--- src/rtl/friscv_pkg.sv ---
// Shared FRiscV definitions: fetch FSM states, instruction field positions and opcodes.
package friscv_pkg;

    typedef enum logic [1:0] {
        REQ  = 2'd0,
        WAIT = 2'd1,
        HOLD = 2'd2,
        ERR  = 2'd3
    } fetch_state_t;

    localparam logic [31:0] INSTR_NOP = 32'h0000_0013;

    localparam int OPCODE_LSB = 0;
    localparam int OPCODE_MSB = 6;
    localparam int RD_LSB     = 7;
    localparam int RD_MSB     = 11;
    localparam int FUNC3_LSB  = 12;
    localparam int FUNC3_MSB  = 14;
    localparam int RS1_LSB    = 15;
    localparam int RS1_MSB    = 19;
    localparam int RS2_LSB    = 20;
    localparam int RS2_MSB    = 24;
    localparam int FUNC7_LSB  = 25;
    localparam int FUNC7_MSB  = 31;

    localparam logic [6:0] OPC_LOAD   = 7'h03;
    localparam logic [6:0] OPC_OP_IMM = 7'h13;
    localparam logic [6:0] OPC_AUIPC  = 7'h17;
    localparam logic [6:0] OPC_STORE  = 7'h23;
    localparam logic [6:0] OPC_OP     = 7'h33;
    localparam logic [6:0] OPC_LUI    = 7'h37;
    localparam logic [6:0] OPC_BRANCH = 7'h63;
    localparam logic [6:0] OPC_JALR   = 7'h67;
    localparam logic [6:0] OPC_JAL    = 7'h6F;
    localparam logic [6:0] OPC_SYSTEM = 7'h73;

    function automatic logic is_word_aligned(input logic [1:0] addr_lsbs);
        return addr_lsbs == 2'b00;
    endfunction

endpackage

--- src/rtl/instr_fetch_unit.sv ---
// FRiscV fetch stage: owns the PC, fetches one word at a time and holds it for decode.
// Optional FETCH_PERF_CNT_EN adds fetch_count_out / wait_cycles_out performance counters.
module instr_fetch_unit
    import friscv_pkg::*;
#(
    parameter int              XLEN     = 32,
    parameter logic [XLEN-1:0] RESET_PC = '0
) (
    input  logic            clk_in,
    input  logic            rst_in,
    output logic            imem_req_out,
    output logic [XLEN-1:0] imem_addr_out,
    input  logic            imem_gnt_in,
    input  logic            imem_rvalid_in,
    input  logic [31:0]     imem_rdata_in,
    input  logic            stall_in,
    input  logic            redirect_in,
    input  logic [XLEN-1:0] redirect_pc_in,
    output logic            instr_valid_out,
    output logic [31:0]     instr_out,
    output logic [XLEN-1:0] pc_out,
    output logic [XLEN-1:0] pc_plus4_out,
    output logic [6:0]      op_code_out,
    output logic [2:0]      func3_out,
    output logic [6:0]      func7_out,
    output logic [4:0]      rd_addr_out,
    output logic [4:0]      rs1_addr_out,
    output logic [4:0]      rs2_addr_out,
    output logic            misalign_err_out,
`ifdef FETCH_PERF_CNT_EN
    output logic [31:0]     fetch_count_out,
    output logic [31:0]     wait_cycles_out,
`endif
    output fetch_state_t    state_out
);

    // Memory handshake: a request is offered while imem_req_out=1 and is taken on the
    // cycle imem_gnt_in=1; its single response arrives later as one imem_rvalid_in pulse.
    // Downstream consumes the held instruction on any cycle in HOLD with stall_in=0.

    fetch_state_t    state;
    logic [XLEN-1:0] pc;
    logic [31:0]     instr;
    logic            instr_valid;
    logic            imem_req;
    logic            misalign_err;
    logic            consume;

    assign consume = (state == HOLD) && !stall_in;

    always_ff @(posedge clk_in) begin
        if (rst_in) begin
            state        <= REQ;
            pc           <= RESET_PC;
            instr        <= INSTR_NOP;
            instr_valid  <= 1'b0;
            imem_req     <= 1'b0;
            misalign_err <= 1'b0;
        end else begin
            case (state)
                REQ: begin
                    // Request is held low for the first cycle after reset; any response
                    // arriving here belongs to an abandoned fetch and is dropped.
                    if (!imem_req) begin
                        imem_req <= 1'b1;
                    end else if (imem_gnt_in) begin
                        imem_req <= 1'b0;
                        state    <= WAIT;
                    end
                end
                WAIT: begin
                    if (imem_rvalid_in) begin
                        instr       <= imem_rdata_in;
                        instr_valid <= 1'b1;
                        state       <= HOLD;
                    end
                end
                HOLD: begin
                    if (consume) begin
                        instr_valid <= 1'b0;
                        if (redirect_in && !is_word_aligned(redirect_pc_in[1:0])) begin
                            misalign_err <= 1'b1;
                            state        <= ERR;
                        end else begin
                            pc       <= redirect_in ? redirect_pc_in : pc_plus4_out;
                            imem_req <= 1'b1;
                            state    <= REQ;
                        end
                    end
                end
                ERR: begin
                    imem_req    <= 1'b0;
                    instr_valid <= 1'b0;
                end
                default: state <= ERR;
            endcase
        end
    end

`ifdef FETCH_PERF_CNT_EN
    logic [31:0] fetch_count;
    logic [31:0] wait_cycles;

    always_ff @(posedge clk_in) begin
        if (rst_in) begin
            fetch_count <= '0;
            wait_cycles <= '0;
        end else begin
            if (consume) begin
                fetch_count <= fetch_count + 32'd1;
            end
            if (((state == REQ) && !(imem_req && imem_gnt_in)) ||
                ((state == WAIT) && !imem_rvalid_in)) begin
                wait_cycles <= wait_cycles + 32'd1;
            end
        end
    end

    assign fetch_count_out = fetch_count;
    assign wait_cycles_out = wait_cycles;
`endif

    assign imem_req_out     = imem_req;
    assign imem_addr_out    = pc;
    assign pc_out           = pc;
    assign pc_plus4_out     = pc + {{(XLEN-3){1'b0}}, 3'd4};
    assign instr_valid_out  = instr_valid;
    assign instr_out        = instr;
    assign misalign_err_out = misalign_err;
    assign state_out        = state;

    assign op_code_out  = instr[OPCODE_MSB:OPCODE_LSB];
    assign rd_addr_out  = instr[RD_MSB:RD_LSB];
    assign func3_out    = instr[FUNC3_MSB:FUNC3_LSB];
    assign rs1_addr_out = instr[RS1_MSB:RS1_LSB];
    assign rs2_addr_out = instr[RS2_MSB:RS2_LSB];
    assign func7_out    = instr[FUNC7_MSB:FUNC7_LSB];

endmodule

--- config.mk ---
export PLATFORM = sky130hd
export DESIGN_NAME = instr_fetch_unit
export DESIGN_NICKNAME = d
export VERILOG_FILES = /design/src/rtl/friscv_pkg.sv /design/src/rtl/instr_fetch_unit.sv
export SDC_FILE = /design/constraint.sdc
export NUM_CORES = 1
export LEC_CHECK = 0
export ABC_AREA = 1
export CORE_AREA = 2 2 132 134
export CTS_BUF_LIST = sky130_fd_sc_hd__clkbuf_16
export CTS_CLUSTER_SIZE = 28
export DETAILED_ROUTE_END_ITERATION = 10
export DIE_AREA = 0 0 134 136
export GPL_TIMING_DRIVEN = 0
export PLACE_DENSITY = 0.66
export SETUP_SLACK_MARGIN = 0.05
export SLEW_MARGIN = 30
export SYNTH_ARGS = -nofsm -noshare
export SYNTH_HDL_FRONTEND = slang
export SYNTH_SLANG_ARGS = --single-unit
--- constraint.sdc ---
create_clock -name clk_in -period 2.4 [get_ports clk_in]
set_input_delay 0.24 -clock clk_in [delete_from_list [all_inputs] [get_ports clk_in]]
set_output_delay 0.24 -clock clk_in [all_outputs]
set_load 0.005 [all_outputs]
==> implementation parameters, run 1 <==
Parameter                              Value

Status
  Result of the run ... finished, final reports clean

Timing
  Final slew viol count ... 0
  Final setup TNS ... 0 ns
  Actual slew at the worst max-slew pin ... 0.646 ns
  Achievable frequency ... around 440 MHz
  Crit share post-route ... 94.8%
  Slew margin rel. ... 56.9%
  Final count of negative-setup-slack endpoints ... 0
  RSZ-0062 raised after global routing ... yes
  Hold_ws ... between 0.4 and 0.5 ns
  Minimum clock period ... between 2 and 2.5 ns
  Clock skew after layout ... about 0.0066 ns
  Fin. Hold Viols ... 0

Cells and area
  FF+latch area ... 1460 um2
  Final cell utilization of the core ... about 43%
  Most common cell after layout, fill and taps aside ... clkdlybuf4s50_1
  Share of layout cells above drive strength 1 ... about a fifth
  Area used by multi-input combinational logic ... 2110 um2
  Net count of the finished layout ... 929
  Filler Cells Inserted ... ~1700
  Highest-count cells in the layout ignoring fill and taps ... clkdlybuf4s50_1, nand2_1, nor2_1
  Relative area change from synthesis to final layout ... 76.5%

Yosys
  Syn Std Cell Area ... 4110 um2
  Number of register bits inferred by synthesis ... between 60 and 70
  Unique masters post-synth ... 27
  Portion of the post-synthesis area used by sequential elements ... approximately a third
  Warning count from the yosys run ... 0
  Average instance area after synthesis ... between 6 and 7 um2
  Post-synthesis net count ... 673
  Cells after Synth ... 597

Floorplanning
  Chip width ... approximately 130 um
  Area enclosed by the die boundary ... ~18000 um2
  CORE AREA ... roughly 17000 um2
  Initial Util ... ~24%
  Number of ports placed on the die boundary ... around 240
  Number of core rows ... between 40 and 50
  Vertical die dimension ... 136 um

Detailed routing
  Router iterations before antenna repair ... 4
  Drt wl/cell ... around 14 um
  Vias ... 4658
  Post-Route WL ... ~16000 um
  Initial detailed-routing violation count ... roughly 270
  Remaining DRCs ... 0
  Final ANT Viol Nets ... 0
  Ratio of routed vias to standard cells ... ~4.3

Critical path
  Worst path arrival time ... about 2 ns
  Kind of cell with the highest combined delay on the critical path ... simple AND/OR/NAND/NOR gates
  Worst Path Class, Setup ... reg -> out
  Delay of the slowest critical-path stage ... between 0.5 and 0.6 ns
  Buf/Inv on CP ... 1
  Worst Setup SP ... imem_addr_out[4]
  Logic depth of the worst register-to-register path ... 9
  Startpoint of the worst-slack reg-to-reg timing path ... state_out[0]
  Crit-path cells ... nand2_2 -> nor2_4 -> nand2_4 -> nor2_4 -> nand2_1 -> nand2_1 -> and2_1 -> clkdlybuf4s50_1
  Worst setup path end ... pc_plus4_out[19]
  Setup slack on the worst flop-to-flop path ... 0.47 ns
  Endpoint of the most critical register-to-register path ... imem_addr_out[6]
  Worst-path fanout max ... 7
  Cell with the largest stage delay on the worst path ... clkdlybuf4s50_1
  Critical path depth in cells ... 8
  Worst endpoint required time ... 2.16 ns
  Critical path startpoint category ... flop
  Endpoint type of the worst setup path ... output pin

Hold path
  Tightest Hold Check Type ... in -> reg
  Worst Hold Path Cells ... 3

Place
  Half-perimeter wire length of the detailed placement result ... ~12000 um
  Port Buffer Count ... ~230
  Final GP Congestion ... 0.870

Global routing
  Global-route met2 utilization ... between 20% and 30%
  GRT Resource Usage Total ... ~16%
  Number of antenna violations at the first check in global routing ... 0
  Most Crowded Layer GR ... met2
  Met3 track utilization from global routing ... 3.32%
  Global Route met1 Usage ... a little over a fifth
  Global-route wire length before repair ... approximately 23000 um
  Number of global-route vias before repair ... a little over 4000
  Leftover overflow at the end of global routing ... 0
  Largest net degree at the start of global routing ... 12

Clock tree
  Skew-Pair Late Insertion Delay ... ~0.34 ns
  TritonCTS clock tree ... built
  Number of CTS-inserted buffers ... 9
  Clock-pin slew reported for the worst setup and hold paths after clock tree synthesis ... 0.06 ns
  Number of hold-repair buffers added at the cts stage ... 0
  Cell at the root of the clock tree ... clkbuf_16
  Count of H-tree levels built during CTS ... 3
  Clock buffer depth ... 2
  Total number of clock tree sinks ... 69

Power
  Leakage power ... between 2 and 3 nW
  Highest ir drop seen on vdd ... 0.000346 V
  Power per cell area ... between 600 and 700 nW/um2

Run
  Max_cap viols ... 0
## cell type report
| class | instances | area share, % |
|---|---|---|
| clock inverter | 7 | 0.449 |
| antenna | 1 | 0.0345 |
| sequential | 69 | 20.1 |
| buffer | 90 | 8.15 |
| clock buffer | 9 | 3.11 |
| multi-input combinational | 410 | 29.1 |
| inverter | 28 | 1.45 |
| tap | 225 | 3.88 |
| timing repair buffer | 245 | 33.7 |
## per-stage QoR
step	power, mW	setup WS (ns)	cell area, um2	cells
after global placement	3.55	0.165	6730	1056
after global routing	5.04	0.0150	7250	1083
after floorplan	2.37	0.858	4110	597
after CTS	4.79	0.0272	7080	1075
final	4.73	0.125	7250	1084
after detailed placement	3.57	0.149	6730	1056
## sequential cells by signal (all words and copies together) (netlist names)
name / count
instr_valid_out: 1
imem_req_out: 1
misalign_err_out: 1
state_out: 2
instr_out: 32
imem_addr_out: 32
## synth_stat cells
master	number	area, um2
a211oi_1	2	15.0
a21oi_1	61	305
a31oi_1	3	18.8
and2_1	5	31.3
buf_1	1	3.75
buf_2	4	20.0
buf_4	66	495
clkbuf_1	19	71.3
dfxtp_1	69	1380
ha_1	6	75.1
inv_1	26	97.6
inv_2	2	7.51
nand2_1	121	454
nand2_2	4	25.0
nand2_4	2	22.5
nand3_1	14	70.1
nand3b_1	6	45.0
nor2_1	92	345
nor2_2	5	31.3
nor2_4	10	113
nor3b_1	1	7.51
nor4_1	1	6.26
o21ai_0	57	285
o21ai_1	5	25.0
xnor2_1	4	35.0
xor2_1	8	70.1
xor2_2	3	48.8
## cells by family (layout without fill, tap and decap cells)
kind of cell    after synthesis  count (layout)  synth area share (%)
buf+inv                     118             379                  16.9
other cells                   0               1                     0
xor+xnor                     15              15                  3.75
compound gates              128             128                  15.8
simple gates                261             261                  28.0
flops                        69              69                  33.6
fa+ha+maj                     6               6                  1.83
## what timing repair did
action,CTS,global route
endpoints found under the setup margin,23,16
resized for setup,38,40
pin swaps,5,12
setup buffers,3,8
gates cloned,0,0
hold endpoints to repair,0,0
## power breakdown
group	leakage, nW	internal, mW	switching [mW]
registers	0.580	1.37	0.250
clock network	0.125	0.680	0.497
logic	2.29	1.24	0.699
## how the worst min path moves through the flow
stage / start / end
floorplan: rst_in / misalign_err_out
global placement: misalign_err_out / misalign_err_out
CTS: imem_rdata_in[1] / instr_out[1]
finish: imem_rdata_in[1] / instr_out[1]
detailed placement: misalign_err_out / misalign_err_out
global route: imem_rdata_in[1] / instr_out[1]
## layer usage
layer | up-vias | share of wire (%)
li1 | 2370 | -
met1 | 2139 | 45
met5 | - | 0
met3 | 19 | 4.9
met2 | 130 | 48
met4 | 0 | 2.5
## tightest hold or removal path, cell delays in order
cell	delay, ns
clkdlybuf4s50_1	0.39
nand2_1	0.06
nand3_1	0.05
No activity file was read; power rests on OpenSTA's default activity.
==> run 2: changes to the inputs <==
--- a/config.mk
+++ b/config.mk
@@ -8,7 +8,7 @@
 export ABC_AREA = 1
 export CORE_AREA = 2 2 132 134
 export CTS_BUF_LIST = sky130_fd_sc_hd__clkbuf_16
-export CTS_CLUSTER_SIZE = 28
+export CTS_CLUSTER_SIZE = 12
 export DETAILED_ROUTE_END_ITERATION = 10
 export DIE_AREA = 0 0 134 136
 export GPL_TIMING_DRIVEN = 0
@@ -18,3 +18,4 @@
 export SYNTH_ARGS = -nofsm -noshare
 export SYNTH_HDL_FRONTEND = slang
 export SYNTH_SLANG_ARGS = --single-unit
+export TNS_END_PERCENT = 1
==> run 2 against run 1 <==
Against the previous run: critical path depth decreased by 1; non-clock buffer count down 9; maximum frequency shrank 1.9%; critical endpoint is now pc_plus4_out[12]; largest cell class unchanged.
==> implementation parameters, run 2 (synthesis gave the netlist of run 1 again) <==
Parameter                              Value

Timing
  Minimum clock period ... 2.32 ns (was 2.28 ns)
  RSZ-0062 raised after global routing ... yes (unchanged)
  Fin. Hold Viols ... 0 (unchanged)
  Actual slew at the worst max-slew pin ... 0.647 ns (was 0.646 ns)
  Slew margin rel. ... 56.9% (about the same)
  Crit share post-route ... 96.6% (was 94.8%)
  Final slew viol count ... 0 (unchanged)
  Post-route setup slack ... 0.0813 ns (was 0.125 ns)
  Clock skew after layout ... 0.00721 ns (was 0.00664 ns)
  Final count of negative-setup-slack endpoints ... 0 (unchanged)
  Achievable frequency ... 431 MHz (was 440 MHz)

Global routing
  Global-route wire length before repair ... 22700 um (was 22800 um)
  Global-route met2 utilization ... 26.1% (was 26.2%)
  Number of global-route vias before repair ... 4113 (was 4155)
  Global Route met1 Usage ... 21.4% (was 21.5%)
  Leftover overflow at the end of global routing ... 0 (unchanged)
  Number of antenna violations at the first check in global routing ... 0 (unchanged)
  Most Crowded Layer GR ... met2 (unchanged)
  GRT Resource Usage Total ... 16.2% (was 16.3%)
  Met3 track utilization from global routing ... 3.32% (unchanged)
  Largest net degree at the start of global routing ... 12 (unchanged)

Floorplanning
  Chip width ... 134 um (unchanged)
  Number of core rows ... 48 (unchanged)
  Area enclosed by the die boundary ... 18200 um2 (unchanged)
  Initial Util ... 24.3% (unchanged)
  Vertical die dimension ... 136 um (unchanged)
  CORE AREA ... 16900 um2 (unchanged)
  Number of ports placed on the die boundary ... 235 (unchanged)

Critical path
  Endpoint type of the worst setup path ... output pin (unchanged)
  Setup slack on the worst flop-to-flop path ... 0.47 ns (about the same)
  Worst Path Class, Setup ... reg -> out (unchanged)
  Buf/Inv on CP ... 1 (unchanged)
  Endpoint of the most critical register-to-register path ... imem_addr_out[4] (was imem_addr_out[6])
  Kind of cell with the highest combined delay on the critical path ... buffers and inverters (was simple AND/OR/NAND/NOR gates)
  Cell occurring most often along the worst timing path ... nor2_4
  Startpoint of the worst-slack reg-to-reg timing path ... state_out[0] (unchanged)
  Logic depth of the worst register-to-register path ... 9 (unchanged)
  Cell with the largest stage delay on the worst path ... clkdlybuf4s50_1 (unchanged)
  Delay of the slowest critical-path stage ... 0.53 ns (was 0.51 ns)
  Worst-path fanout max ... 5 (was 7)
  Crit-path cells ... ha_4 -> nand2_1 -> nor2_4 -> nand2_4 -> nor2_4 -> xor2_2 -> clkdlybuf4s50_1 (was nand2_2 -> nor2_4 -> nand2_4 -> nor2_4 -> nand2_1 -> nand2_1 -> and2_1 -> clkdlybuf4s50_1)
  Worst path arrival time ... 2.08 ns (was 2.04 ns)
  Worst endpoint required time ... 2.16 ns (about the same)
  Critical path startpoint category ... flop (unchanged)

Clock tree
  Skew-Pair Late Insertion Delay ... 0.34 ns (about the same)
  Number of hold-repair buffers added at the cts stage ... 0 (unchanged)
  Total number of clock tree sinks ... 69 (unchanged)
  Clock-pin slew reported for the worst setup and hold paths after clock tree synthesis ... 0.06 ns (about the same)
  TritonCTS clock tree ... built (unchanged)
  Cell at the root of the clock tree ... clkbuf_16 (unchanged)
  Clock buffer depth ... 2 (unchanged)
  Number of CTS-inserted buffers ... 9 (unchanged)
  Count of H-tree levels built during CTS ... 3 (unchanged)

Hold path
  Worst Hold Path Cells ... 3 (unchanged)
  Endpoint, Worst Hold ... instr_out[1] (unchanged)
  Startpoint of the worst hold path ... imem_rdata_in[1] (unchanged)
  Tightest Hold Check Type ... in -> reg (unchanged)

Place
  Total placed instance area ... 6730 um2 (unchanged)
  Final GP Congestion ... 0.870 (unchanged)
  Placement Setup Slack ... 0.149 ns (unchanged)
  Half-perimeter wire length of the detailed placement result ... 12200 um (unchanged)
  Port Buffer Count ... 234 (unchanged)

Run
  Max_cap viols ... 0 (unchanged)

Detailed routing
  Vias ... 4632 (was 4658)
  Drt wl/cell ... 14.3 um (about the same)
  Post-Route WL ... 15300 um (was 15500 um)
  Initial detailed-routing violation count ... 242 (was 268)
  Final ANT Viol Nets ... 0 (unchanged)
  Remaining DRCs ... 0 (unchanged)
  Ratio of routed vias to standard cells ... 4.31 (was 4.30)
  Router iterations before antenna repair ... 4 (unchanged)

Cells and area
  Summed area of non-filler cells in the final layout ... 7140 um2 (was 7250 um2)
  Number of diodes ... 0 (was 1)
  Net count of the finished layout ... 920 (was 929)
  Relative area change from synthesis to final layout ... 73.9% (was 76.5%)
  Share of layout cells above drive strength 1 ... 17.3% (was 18.8%)
  Highest-count cells in the layout ignoring fill and taps ... clkdlybuf4s50_1, nand2_1, nor2_1 (unchanged)
  Most common cell after layout, fill and taps aside ... clkdlybuf4s50_1 (unchanged)
  Final cell utilization of the core ... 42.3% (was 43.0%)

Power
  Highest ir drop seen on vdd ... 0.000344 V (was 0.000346 V)
  Power per cell area ... 662 nW/um2 (was 653 nW/um2)
  Leakage power ... 2.93 nW (was 3.00 nW)

Status
  Result of the run ... finished, final reports clean (unchanged)
run 2: how the worst max path moves through the flow:
stage,start,endpoint,slack (ns),cells after the start
5_1_grt,imem_addr_out[2],pc_plus4_out[28],-0.03,7
4_1_cts,imem_addr_out[2],pc_plus4_out[26],0.02,8
2_1_floorplan,state_out[0],imem_addr_out[14],0.86,10
3_5_place_dp,imem_addr_out[3],pc_plus4_out[16],0.15,7
3_3_place_gp,imem_addr_out[3],pc_plus4_out[16],0.17,7
6_report,imem_addr_out[2],pc_plus4_out[12],0.08,7
run 2: where the power goes:
group	internal (mW)	total, mW	switching [mW]
Clock	0.680	1.18	0.502
Combinational	1.23	1.93	0.696
Sequential	1.37	1.62	0.248
Total	3.28	4.73	1.45
run 2: area by class of cell:
cell class	count	area [um2]
plain buffers	90	591
clock buffers	9	225
clock inverters	7	32.5
fillers	1719	9730
inverters	28	105
multi-input cells	410	2090
flip-flops and latches	69	1440
well taps	225	282
repair buffers	236	2370
run 2: worst register-to-register path, stage by stage, from the launching register on:
cell and delay, ns:
dfxtp_1 0.35, inv_1 0.12, ha_1 0.26, inv_2 0.06
nor2_2 0.09, inv_1 0.09, nor2_4 0.20, clkbuf_1 0.40
o21ai_0 0.14, a21oi_1 0.14
run 2: per-layer routing:
layer / share of wire (%) / wire [um]
met5: 0 / 0
met4: 2.5 / 378
met3: 5.1 / 784
met2: 47 / 7250
met1: 45 / 6940
run 2: what timing repair did:
item                                   CTS  global route
buffers inserted                         0             2
setup endpoints to repair               23            15
resized for setup                       37            29
pin swaps                                6             7
endpoints found under the hold margin    0             0
run 2: stage by stage:
stage	hold WS [ns]	std cells	total power, mW	setup TNS [ns]
after floorplan	0.312	597	2.37	0
after global placement	0.454	1056	3.55	0
after detailed placement	0.484	1056	3.57	0
after CTS	0.453	1072	4.79	0
after global routing	0.467	1074	5.03	-0.0464
final	0.464	1074	4.73	0
